==> src/rtl/uart_pkg.sv <==
// Shared UART definitions: FSM state encoding, default bit timing and line idle level.
// Used by uart_tx today and intended for the matching receiver.
package uart_pkg;

    typedef enum logic [2:0] {
        ST_IDLE   = 3'd0,
        ST_FETCH  = 3'd1,
        ST_START  = 3'd2,
        ST_DATA   = 3'd3,
        ST_PARITY = 3'd4,
        ST_STOP   = 3'd5
    } uart_state_e;

    // 100 MHz system clock, 115200 baud
    localparam int unsigned CLKS_PER_BIT_DEFAULT = 868;

    localparam logic LINE_IDLE = 1'b1;

endpackage

==> src/rtl/uart_tx_if.sv <==
// FIFO read handshake between uart_tx (master, issues pops) and the upstream transmit FIFO.
// Read data is valid on fifo_data_i the cycle after fifo_rd_en_o is high.
interface uart_tx_if #(
    parameter int unsigned DataBits = 8
);
    logic                fifo_empty_i;
    logic                fifo_rd_en_o;
    logic [DataBits-1:0] fifo_data_i;

    modport master (
        input  fifo_empty_i,
        input  fifo_data_i,
        output fifo_rd_en_o
    );

    modport slave (
        output fifo_empty_i,
        output fifo_data_i,
        input  fifo_rd_en_o
    );
endinterface

==> src/rtl/uart_baud_gen.sv <==
// Bit-period timer: counts 0..ClksPerBit-1 and pulses bit_done on the last cycle of each bit.
// clr holds the counter at zero so the first bit after it is a full period.
module uart_baud_gen
    import uart_pkg::*;
#(
    parameter int unsigned ClksPerBit = CLKS_PER_BIT_DEFAULT
) (
    input  logic clk_i,
    input  logic rst_ni,
    input  logic clr,
    output logic bit_done
);

    localparam int unsigned     CntW    = $clog2(ClksPerBit);
    localparam logic [CntW-1:0] CntLast = CntW'(ClksPerBit - 1);

    logic [CntW-1:0] cnt_reg;
    logic [CntW-1:0] cnt_next;
    logic            at_last;

    assign at_last  = (cnt_reg == CntLast);
    assign bit_done = at_last && !clr;

    always_comb begin
        cnt_next = cnt_reg + CntW'(1);
        if (clr || at_last) begin
            cnt_next = '0;
        end
    end

    always_ff @(posedge clk_i or negedge rst_ni) begin
        if (!rst_ni) begin
            cnt_reg <= '0;
        end else begin
            cnt_reg <= cnt_next;
        end
    end

endmodule

==> src/rtl/uart_tx.sv <==
// UART transmitter: pops one word per frame from an upstream FIFO and sends
// start / data (LSB first) / optional parity / stop. Parity: define UART_TX_PARITY_EN.
module uart_tx
    import uart_pkg::*;
#(
    parameter int unsigned ClksPerBit = CLKS_PER_BIT_DEFAULT,
    parameter int unsigned DataBits   = 8,
    parameter int unsigned StopBits   = 1,
    parameter int unsigned ParityOdd  = 0
) (
    input  logic      clk_i,
    input  logic      rst_ni,
    uart_tx_if.master fifo,
    output logic      tx_o,
    output logic      busy_o
);

    if (ClksPerBit < 2 || DataBits < 5 || DataBits > 8 ||
        (StopBits != 1 && StopBits != 2) || ParityOdd > 1) begin : g_bad_cfg
        $error("uart_tx: unsupported parameter combination");
    end

    localparam logic [2:0] IDLE   = ST_IDLE;
    localparam logic [2:0] FETCH  = ST_FETCH;
    localparam logic [2:0] START  = ST_START;
    localparam logic [2:0] DATA   = ST_DATA;
    localparam logic [2:0] STOP   = ST_STOP;
`ifdef UART_TX_PARITY_EN
    localparam logic [2:0] PARITY = ST_PARITY;
`endif

    localparam int unsigned        BitCntW  = 3;
    localparam logic [BitCntW-1:0] LastData = BitCntW'(DataBits - 1);
    localparam logic [BitCntW-1:0] LastStop = BitCntW'(StopBits - 1);

    logic [2:0]          state_reg;
    logic [2:0]          state_next;
    logic [DataBits-1:0] shift_reg;
    logic [DataBits-1:0] shift_next;
    logic [BitCntW-1:0]  bit_cnt_reg;
    logic [BitCntW-1:0]  bit_cnt_next;
    logic                tx_reg;
    logic                tx_next;
    logic                ready_reg;
    logic                pop;
    logic                bit_done;
    logic                baud_clr;

    // ready_reg holds off the first pop until the first clock edge after reset release
    assign pop               = ready_reg && (state_reg == IDLE) && !fifo.fifo_empty_i;
    assign fifo.fifo_rd_en_o = pop;
    assign baud_clr          = (state_reg == IDLE) || (state_reg == FETCH);
    assign busy_o            = (state_reg != IDLE);
    assign tx_o              = tx_reg;

    uart_baud_gen #(
        .ClksPerBit (ClksPerBit)
    ) u_baud_gen (
        .clk_i    (clk_i),
        .rst_ni   (rst_ni),
        .clr      (baud_clr),
        .bit_done (bit_done)
    );

`ifdef UART_TX_PARITY_EN
    logic                parity_reg;
    logic                parity_next;
    logic [DataBits:0]   par_chain;

    // Seeding the XOR chain with ParityOdd yields odd parity directly
    assign par_chain[0] = 1'(ParityOdd);
    for (genvar gi = 0; gi < DataBits; gi++) begin : g_par
        assign par_chain[gi+1] = par_chain[gi] ^ fifo.fifo_data_i[gi];
    end
`endif

    // Next tx level is decided together with the transition so tx_reg changes on the bit boundary
    always_comb begin
        state_next   = state_reg;
        shift_next   = shift_reg;
        bit_cnt_next = bit_cnt_reg;
        tx_next      = tx_reg;
`ifdef UART_TX_PARITY_EN
        parity_next  = parity_reg;
`endif
        case (state_reg)
            IDLE: begin
                tx_next = LINE_IDLE;
                if (pop) begin
                    state_next = FETCH;
                end
            end
            FETCH: begin
                shift_next   = fifo.fifo_data_i;
                bit_cnt_next = '0;
`ifdef UART_TX_PARITY_EN
                parity_next  = par_chain[DataBits];
`endif
                tx_next      = 1'b0;
                state_next   = START;
            end
            START: begin
                if (bit_done) begin
                    tx_next    = shift_reg[0];
                    shift_next = shift_reg >> 1;
                    state_next = DATA;
                end
            end
            DATA: begin
                if (bit_done) begin
                    if (bit_cnt_reg == LastData) begin
                        bit_cnt_next = '0;
`ifdef UART_TX_PARITY_EN
                        tx_next      = parity_reg;
                        state_next   = PARITY;
`else
                        tx_next      = LINE_IDLE;
                        state_next   = STOP;
`endif
                    end else begin
                        tx_next      = shift_reg[0];
                        shift_next   = shift_reg >> 1;
                        bit_cnt_next = bit_cnt_reg + BitCntW'(1);
                    end
                end
            end
`ifdef UART_TX_PARITY_EN
            PARITY: begin
                if (bit_done) begin
                    tx_next    = LINE_IDLE;
                    state_next = STOP;
                end
            end
`endif
            STOP: begin
                if (bit_done) begin
                    if (bit_cnt_reg == LastStop) begin
                        bit_cnt_next = '0;
                        state_next   = IDLE;
                    end else begin
                        bit_cnt_next = bit_cnt_reg + BitCntW'(1);
                    end
                end
            end
            default: begin
                tx_next    = LINE_IDLE;
                state_next = IDLE;
            end
        endcase
    end

    always_ff @(posedge clk_i or negedge rst_ni) begin
        if (!rst_ni) begin
            state_reg   <= IDLE;
            shift_reg   <= '0;
            bit_cnt_reg <= '0;
            tx_reg      <= LINE_IDLE;
            ready_reg   <= 1'b0;
        end else begin
            state_reg   <= state_next;
            shift_reg   <= shift_next;
            bit_cnt_reg <= bit_cnt_next;
            tx_reg      <= tx_next;
            ready_reg   <= 1'b1;
        end
    end

`ifdef UART_TX_PARITY_EN
    always_ff @(posedge clk_i or negedge rst_ni) begin
        if (!rst_ni) begin
            parity_reg <= 1'b0;
        end else begin
            parity_reg <= parity_next;
        end
    end
`endif

endmodule

==> src/flat_wrapper.sv <==
// flat-port wrapper written by rule: the top's interface ports become plain ports
module uart_tx_flat import uart_pkg::*;
#(
    parameter int unsigned ClksPerBit = CLKS_PER_BIT_DEFAULT,
    parameter int unsigned DataBits   = 8,
    parameter int unsigned StopBits   = 1,
    parameter int unsigned ParityOdd  = 0
)
  (clk_i, rst_ni, tx_o, busy_o, fifo_fifo_empty_i, fifo_fifo_data_i, fifo_fifo_rd_en_o);
  uart_tx_if #(.DataBits(DataBits)) fifo_i ();
  input  logic clk_i;
  input  logic rst_ni;
  output logic tx_o;
  output logic busy_o;
  input wire logic [$bits(fifo_i.fifo_empty_i)-1:0] fifo_fifo_empty_i;
  input wire logic [$bits(fifo_i.fifo_data_i)-1:0] fifo_fifo_data_i;
  output wire logic [$bits(fifo_i.fifo_rd_en_o)-1:0] fifo_fifo_rd_en_o;
  assign fifo_i.fifo_empty_i = fifo_fifo_empty_i;
  assign fifo_i.fifo_data_i = fifo_fifo_data_i;
  assign fifo_fifo_rd_en_o = fifo_i.fifo_rd_en_o;
  uart_tx #(.ClksPerBit(ClksPerBit), .DataBits(DataBits), .StopBits(StopBits), .ParityOdd(ParityOdd)) u_core (.clk_i(clk_i), .rst_ni(rst_ni), .fifo(fifo_i), .tx_o(tx_o), .busy_o(busy_o));
endmodule
==> config.mk <==
export PLATFORM = sky130hd
export DESIGN_NAME = uart_tx_flat
export DESIGN_NICKNAME = d
export VERILOG_FILES = /design/src/rtl/uart_pkg.sv /design/src/rtl/uart_tx_if.sv /design/src/rtl/uart_baud_gen.sv /design/src/rtl/uart_tx.sv /design/src/flat_wrapper.sv
export SDC_FILE = /design/constraint.sdc
export NUM_CORES = 1
export LEC_CHECK = 0
export CELL_PAD_IN_SITES_DETAIL_PLACEMENT = 0
export CELL_PAD_IN_SITES_GLOBAL_PLACEMENT = 2
export CORE_ASPECT_RATIO = 0.7
export CORE_MARGIN = 2
export CORE_UTILIZATION = 37
export DETAILED_ROUTE_END_ITERATION = 12
export PLACE_DENSITY = 0.84
export SETUP_SLACK_MARGIN = 0.15
export SYNTH_ARGS = -nofsm -noshare
export SYNTH_HDL_FRONTEND = slang
export SYNTH_SLANG_ARGS = --single-unit
==> constraint.sdc <==
create_clock -name clk_i -period 1.95 [get_ports clk_i]
set_input_delay 0.39 -clock clk_i [delete_from_list [all_inputs] [get_ports clk_i]]
set_output_delay 0.39 -clock clk_i [all_outputs]
set_load 0.05 [all_outputs]
* After elaboration in Yosys (flattened, before gate mapping) *
Index checks and enable logic that the tools add are counted.

operators by class
  $add $sub $neg = 2
  equality and inequality tests = 13
  multiplexer cells = 21
  bitwise operators = 1
  reduce and logical (&&, ||, !) cells = 16

operator list
  cell                     count
  $mux W3                  10
  $mux W8                  3
  $pmux W8 S3              1
  $pmux W3 S5              1
  $add A10 B1 Y10 const B  1
  $eq A10 B10 Y1 const B   1
  $mux W10                 1
  $ne A2 B1 Y1 const B     5
  $pmux W3 S3              1
  $reduce_bool A3 Y1       3
  $eq A3 B2 Y1 const B     2
  $eq A3 B3 Y1 const B     2
  $logic_not A3 Y1         2
  $reduce_and A3 Y1        2
  $reduce_and A6 Y1        1
  $ne A2 B2 Y1 const B     2
  $pmux W1 S4              1
  $reduce_and A4 Y1        1
  $add A3 B1 Y3 const B    1
  $eq A3 B1 Y1 const B     1
  $logic_and A1 B1 Y1      3
  $mux W1                  3
  $logic_not A1 Y1         2
  $logic_or A1 B1 Y1       2
  $not A1 Y1               1

word-level totals
  register bits = 26
  input bits = 11
  output and inout port bits = 3
  logic and storage cells = 59

* Logic depth before layout (Yosys ltp) *
Gate-level depths: netlist (run 1).

  depth after elaboration = 6
  mapped depth = 6
  depth with buffers taken out = 6

* Hierarchy *
A second synthesis (run 1) with hierarchy kept.

second synthesis, totals
  cells, all modules = 156
  area total of the unflattened synthesis = 1468.9 µm²

modules (own cells, without submodules)
  module         times used  cells an instance  area each (µm²)  sequential area each (µm²)
  uart_tx        1           103                934.6            401.6
  uart_baud_gen  1           53                 534.3            250.2

* Worst setup path before layout (run 1) *
Ideal clock, no wire load.

  path kind = register to output
  from = reg u_core.state_reg[1]
  to = out fifo_fifo_rd_en_o
  arrival time = 1902 ps
  required time = 1560 ps
  slack = -342 ps
  cell stages (with the launch flop) = 5
  path buffers = 1
  cells stage by stage = dfrtp_1 > buf_6 > nor2_1 > nand2_1 > nor2_1

on the way
  word-level cells in the longest chain between the ends = 3

RTL lines
  element                            line                source
  from (decl)                        uart_tx.sv:36       logic [2:0] state_reg;
  from (signal assigned)             uart_tx.sv:160      state_reg <= state_next;
  $logic_not A3 Y1                   uart_tx.sv:50       assign pop = ready_reg && (state_reg == IDLE) && !fifo.fifo_empty_i;
  $logic_and A1 B1 Y1 (2 in series)  uart_tx.sv:50
  to (decl)                          flat_wrapper.sv:17  output wire logic [$bits(fifo_i.fifo_rd_en_o)-1:0] fifo_fifo_rd_en_o;

Every way passes these cells.

* Worst setup path in the final report (run 1) *
  from = reg u_core.u_baud_gen.cnt_reg[0]
  to = reg u_core.shift_reg[2]

on the way
  word-level cells in the longest chain between the ends = 4
  elaborated cells between the ends (all ways) = 5
  those cells by class = eq/ne (3); reduce/logical (2)

RTL lines
  element                                 line                 source
  from (decl)                             uart_baud_gen.sv:17  logic [CntW-1:0] cnt_reg;
  from (signal assigned)                  uart_baud_gen.sv:35  cnt_reg <= cnt_next;
  $eq A10 B10 Y1 (*)                      uart_baud_gen.sv:21  assign at_last = (cnt_reg == CntLast);
  $logic_and A1 B1 Y1 (*)                 uart_baud_gen.sv:22  assign bit_done = at_last && !clr;
  $ne A2 B1 Y1 (no source line)           --
  $reduce_and A4 Y1 (no source line) (*)  --
  to (signal assigned)                    uart_tx.sv:161       shift_reg <= shift_next;
  to (decl)                               uart_tx.sv:38        logic [DataBits-1:0] shift_reg;

Mark *: on every way between the ends. The rest lies on a longest branch, timed or not.
A chain may end at the register's enable or synchronous reset.

==> out/qor.yml, run 1 <==
area_growth_pct: 25.65
cts.sink_count: 26
antenna_found_initial: 0
finalPower_mw: 0.9571
layout-drive-gt1-share_pct: 29.80
yosysUniqueCellTypes: 42
final-seq-area_um2: 654.4
portBuffers: 13
critical_path_buf_inv_count: 1
synth.cell_area_um2: 1405
h-tree-depth: 1
rsz0062_at_grt: "yes"
finalMaxSlewViolations: 0
grt_max_degree: 19
grt_pass1_vias: 1046
syn_inst: 129
die_y_um: 55.56
finalSetupViolCount: 0
crit_family: "flip-flops"
drt-total-wl_um: 2940
fillers: 330
cts_hold_buf: 0
cts_buffers: 3
start_util_pct: 39.24
crit_required_ns: 2.11
drc: 0
ys_top_cells_by_area: "dfrtp_1, mux2_2, nor2_1, xnor2_1, ha_1"
synth_area_per_cell_um2: 10.89
min_period_ns: 1.742
drt-initial-drc-count: 39
wl_per_cell_um: 14.63
period_share_pct: 89.34
drv_cap: 0
place_congestion: 0.8494
die_w_um: 77.66
die_area_um2: 4315
ant_nets: 0
instances_no_fill: 201
clkTransAtPathRegs_ns: 0.09
netlist.area_leader.share_pct: 44.52
finalHoldViolCount: 0
post-place-cells: 193
vdd_ir_drop_max_mv: 0.3067
critPathMaxFanout: 8
cts_buffer_depth: 2
worstPathArrival_ns: 1.90
critPathKind: "flop to flop"
root_buffer: "clkbuf_8"
endpoint_kind: "flop"
hpwl_um: 2062
path_cells: "ha_4, nand4b_1, nor3_4, buf_6, a22oi_4, mux2_4"
hold_class: "primary input to asynchronous set/reset pin"
p_per_area_nw_per_um2: 542.1
synth_seq_area_share_pct: 46.39
grt_pass1_wl_um: 4816
final_nets: 167
multi_input_area_um2: 737.0
io_pins: 14
tritoncts: "built"
finClkSkew_ns: 0.006721
worst_path_max_delay_cell: "dfrtp_1"
yosysWarningCount: 0
core-area_um2: 3581
diodes: 0
synth_top_area_cell: "dfrtp_1"
synth_edf_count: 0
via_count: 1003
p_leak_nw: 0.7927
reg2reg_depth: 6
worstSetupStartpointType: "flop"
fin_tns_setup_ns: 0
clk_latency_ns: 0.27
vias_per_cell: 4.990
fmax_ghz: 0.5740
status: "finished clean"
ys.flop_type: "dfrtp_1"
core.rowCount: 18
worst-path-stages: 6
groute.usage.overall_pct: 14.15
grt_overflow_total: 0
syn_nets: 144
first_pass_iters: 4
crit_path_max_incr_delay_ns: 0.42
async_flop_share_pct: 100.0
largest_reg_flops: 10
synth-seq-cells: 26
-- worst paths after layout --
| kind | endpoint | slack (ns) | from |
|---|---|---|---|
| worst min register to register | u_core.shift_reg[7]$_DFFE_PN0P_ | 0.50 | u_core.shift_reg[7]$_DFFE_PN0P_ |
| worst max register to register | u_core.shift_reg[2]$_DFFE_PN0P_ | 0.21 | u_core.u_baud_gen.cnt_reg[0]$_DFF_PN0_ |
| min in group clk_i | u_core.shift_reg[7]$_DFFE_PN0P_ | 0.50 | u_core.shift_reg[7]$_DFFE_PN0P_ |
| max in group asynchronous | u_core.u_baud_gen.cnt_reg[3]$_DFF_PN0_ | 1.04 | rst_ni |
| worst max-delay path | u_core.shift_reg[2]$_DFFE_PN0P_ | 0.21 | u_core.u_baud_gen.cnt_reg[0]$_DFF_PN0_ |
| worst min-delay path | u_core.ready_reg$_DFF_PN0_ | 0.45 | rst_ni |
-- logic make-up after synthesis --
logic type	after synthesis	share of synthesized area [%]
buffers and inverters	13	5.342
XOR/XNOR	8	4.987
adder cells (fa/ha/maj)	4	3.562
multiplexers	17	13.36
AO/OA/AOI/OAI	18	10.69
other	1	0.2669
AND/OR/NAND/NOR	42	15.41
flip-flops	26	46.39
-- final cells by class --
class | instances | share of cell area, %
flip-flops and latches | 26 | 37.07
well taps | 50 | 3.544
clock buffers | 4 | 3.118
inverters | 8 | 1.701
repair buffers | 23 | 12.83
multi-input cells | 90 | 41.74
-- cell usage in the layout (no fill, tap or decap), types with 3 or more instances in the layout --
master           Yosys  routed
mux2_4               0       7
ha_1                 4       3
clkbuf_8             1       4
nand2_1              4       3
inv_1                8       8
nand3_1              5       5
buf_4                0      10
nor2_1              19      17
dfrtp_1             25      23
o21ai_0              3       3
clkdlybuf4s50_1      0      10
mux2i_1              3       3
nand2b_1             3       3
xnor2_1              6       6
mux2_2              14       7
-- cell usage after synthesis (2+ instances only) --
master / count
a21oi_1: 2
buf_6: 2
dfrtp_1: 25
ha_1: 4
inv_1: 8
mux2_2: 14
mux2i_1: 3
nand2_1: 4
nand2b_1: 3
nand3_1: 5
nor2_1: 19
nor3_1: 2
o21ai_0: 3
xnor2_1: 6
xor2_1: 2
-- layer usage --
layer / share of wire (%) / track usage, % / wire [µm] / up-vias
met5: 0 / 0 / 0 / -
li1: - / - / - / 491
met4: 2.0 / 3.827 / 59 / 0
met2: 44 / 22.66 / 1305 / 21
met3: 4.0 / 3.922 / 118 / 6
met1: 50 / 18.84 / 1456 / 485
-- repair_timing --
action,4_1_cts,5_1_grt
gates resized for setup,0,14
setup endpoints to repair,1,11
pin swaps,1,7
buffers inserted,3,1
-- metrics by stage --
stage	worst slack, ns	hold WS, ns	util, %	instance area (µm²)
finish	0.2079	0.4482	49.30	1765
global route	0.1241	0.4671	49.30	1765
CTS	0.1405	0.4629	47.55	1703
detailed placement	0.1603	0.4561	45.39	1625
global placement	0.1944	0.4450	45.39	1625
floorplan	0.1556	0.09441	-	1415
-- where the power goes --
group | switching [mW] | internal, mW
combinational | 0.0205 | 0.0382
sequential | 0.00500 | 0.548
clock | 0.165 | 0.180
Power figures use the tool's default switching activity.
==> run 2, diff against run 1 <==
--- a/config.mk
+++ b/config.mk
@@ -5,6 +5,7 @@
 export SDC_FILE = /design/constraint.sdc
 export NUM_CORES = 1
 export LEC_CHECK = 0
+export ABC_CLOCK_PERIOD_IN_PS = 2000
 export CELL_PAD_IN_SITES_DETAIL_PLACEMENT = 0
 export CELL_PAD_IN_SITES_GLOBAL_PLACEMENT = 2
 export CORE_ASPECT_RATIO = 0.7
==> constraint.sdc (replaced) <==
create_clock -name clk_i -period 2 [get_ports clk_i]
set_input_delay 0.4 -clock clk_i [delete_from_list [all_inputs] [get_ports clk_i]]
set_output_delay 0.4 -clock clk_i [all_outputs]
set_load 0.05 [all_outputs]
==> out/qor.yml, run 2 (synthesis results as in run 1) <==
status: "finished clean"
drv_cap: 0  # unchanged
cts_buffers: 3  # unchanged
min_period_ns: 1.779  # +0.03686 ns
worst-r2r-setup-slack_ns: 0.22  # about the same
worstReg2RegEnd: "u_core.shift_reg[0]$_DFFE_PN0P_"
finalHoldViolCount: 0  # unchanged
layout_common_cells: "dfrtp_1, nor2_1, mux2_2"
finClkSkew_ns: 0.003484  # -0.003237 ns
die_area_um2: 4315  # unchanged
portBuffers: 13  # unchanged
crit_family: "flip-flops"
area_growth_pct: 22.08
layout-drive-gt1-share_pct: 28.00  # -1.8 points
p_leak_nw: 0.7521  # -5.1%
vdd_ir_drop_max_mv: 0.3612  # +18%
final_area_um2: 1715  # -2.8%
critPathMaxFanout: 8  # unchanged
finalSetupViolCount: 0  # unchanged
hpwl_um: 2068  # +0.30%
instances_no_fill: 200  # -0.50%
fin_tns_setup_ns: 0  # unchanged
vias_per_cell: 4.905  # -1.7%
finalPower_mw: 0.9220  # -3.7%
worst_path_max_delay_cell: "dfrtp_1"
endpoint_kind: "flop"
reg2reg_depth: 6  # unchanged
io_pins: 14  # unchanged
worstPathArrival_ns: 1.94  # +0.04 ns
root_buffer: "clkbuf_8"
cts.sink_count: 26  # unchanged
tritoncts: "built"
drt-total-wl_um: 2821  # -4.0%
hold_class: "primary input to asynchronous set/reset pin"
cts_buffer_depth: 2  # unchanged
core-area_um2: 3581  # unchanged
grt_overflow_total: 0  # unchanged
rsz0062_at_grt: "yes"
final_common_cell: "dfrtp_1"
largest_reg_flops: 10  # unchanged
die_y_um: 55.56  # unchanged
drt-initial-drc-count: 29  # -26%
critical_path_buf_inv_count: 1  # unchanged
p_sw_share_pct: 19.38  # -0.50 points
fillers: 334  # +1.2%
clockPowerShare_pct: 35.9  # -0.2 points
period_share_pct: 88.95  # -0.39 points
cts_hold_buf: 0  # unchanged
whs_ns: 0.4546  # +0.006375 ns
antenna_found_initial: 0  # unchanged
clk_latency_ns: 0.26  # about the same
die_w_um: 77.66  # unchanged
place_congestion: 0.8494  # unchanged
grt_max_degree: 19  # unchanged
critPathKind: "flop to flop"
worstSetupStartpointType: "flop"
groute.usage.overall_pct: 14.39  # +0.23 points
p_int_mw: 0.7433  # -3.1%
path_cells: "ha_2, nand4b_1, nor3_4, buf_4, a22oi_4, mux2_2"
combPwrFrac_pct: 5.7  # -0.4 points
first_pass_iters: 4  # unchanged
core.rowCount: 18  # unchanged
via_count: 981  # -2.2%
h-tree-depth: 1  # unchanged
clkTransAtPathRegs_ns: 0.09  # about the same
reg2reg_from: "u_core.u_baud_gen.cnt_reg[0]$_DFF_PN0_"
crit_required_ns: 2.16  # +0.05 ns
ant_nets: 0  # unchanged
diodes: 0  # unchanged
drc: 0  # unchanged
net-switching-power_mw: 0.1787  # -6.1%
post-place-cells: 193  # unchanged
crit_path_max_incr_delay_ns: 0.41  # about the same
grt_pass1_vias: 1017  # -2.8%
dpl_cell_area_um2: 1625  # unchanged
finalMaxSlewViolations: 0  # unchanged
wl_per_cell_um: 14.11  # -3.6%
grt_pass1_wl_um: 4892  # +1.6%
final_nets: 166  # -0.60%
p_per_area_nw_per_um2: 537.5  # -0.85%
start_util_pct: 39.24  # unchanged
pwr-share-seq_pct: 58.5  # +0.7 points
fmax_ghz: 0.5621  # -2.1%
-- run 2: cell types whose count changed in the layout (fill, tap and decap cells not counted), moves of 2 or more --
cell	before	now
dfrtp_1	23	25
mux2_2	7	14
mux2_4	7	0
dfrtp_2	2	0
-- run 2: per-stage QoR --
stage | utilization, % | setup slack (ns)
6_report | 47.90 | 0.2211
2_1_floorplan | - | 0.1956
4_1_cts | 46.93 | 0.1831
3_5_place_dp | 45.39 | 0.2046
5_1_grt | 47.90 | 0.1320
3_3_place_gp | 45.39 | 0.2442
-- run 2: area by class of cell --
cell class              instances  area (µm²)  share of cell area (%)
repair buffers                 22       215.2                   12.55
inverters                       8       30.03                   1.751
well taps                      50       62.56                   3.647
multi-input cells              90       700.7                   40.85
flip-flops and latches         26       651.9                   38.00
clock buffers                   4       55.05                   3.209
-- run 2: timing repair --
action,CTS,global route
endpoints found under the setup margin,0,24
resized for setup,0,3
setup buffers,0,3
-- run 2: worst max path at each step --
stage                                                      start                         endpoint  slack (ns)  cells past startpoint
after detailed placement  u_core.u_baud_gen.cnt_reg[0]$_DFF_PN0_  u_core.shift_reg[2]$_DFFE_PN0P_        0.20                      5
after global routing      u_core.u_baud_gen.cnt_reg[0]$_DFF_PN0_  u_core.shift_reg[4]$_DFFE_PN0P_        0.13                      6
after global placement    u_core.u_baud_gen.cnt_reg[0]$_DFF_PN0_  u_core.shift_reg[4]$_DFFE_PN0P_        0.24                      5
final                     u_core.u_baud_gen.cnt_reg[0]$_DFF_PN0_  u_core.shift_reg[0]$_DFFE_PN0P_        0.22                      6
after floorplan                  u_core.state_reg[1]$_DFFE_PN0P_                fifo_fifo_rd_en_o        0.20                      4
after CTS                 u_core.u_baud_gen.cnt_reg[0]$_DFF_PN0_  u_core.state_reg[0]$_DFFE_PN0P_        0.18                      6
-- run 2: power by group through the flow --
stage          registers (mW)  clock network, mW  logic (mW)
2_1_floorplan           0.548                  0      0.0162
3_3_place_gp            0.549                  0      0.0523
3_5_place_dp            0.549                  0      0.0538
4_1_cts                 0.539              0.350      0.0541
5_1_grt                 0.540              0.369      0.0579
6_report                0.539              0.331      0.0523
-- run 2: metal layers --
metal | global-route usage (%) | share of wire (%) | vias up
met4 | 2.296 | 0.46 | 0
met2 | 23.03 | 46 | 15
met1 | 20.04 | 51 | 471
met3 | 3.595 | 2.9 | 2
met5 | 0 | 0 | -
li1 | - | - | 493
==> run 3, diff against run 2 <==
--- a/config.mk
+++ b/config.mk
@@ -6,6 +6,7 @@
 export NUM_CORES = 1
 export LEC_CHECK = 0
 export ABC_CLOCK_PERIOD_IN_PS = 2000
+export CAP_MARGIN = 0
 export CELL_PAD_IN_SITES_DETAIL_PLACEMENT = 0
 export CELL_PAD_IN_SITES_GLOBAL_PLACEMENT = 2
 export CORE_ASPECT_RATIO = 0.7
==> results of run 3 <==
Same layout as run 2: the final DEF is identical, and so are final timing and power.
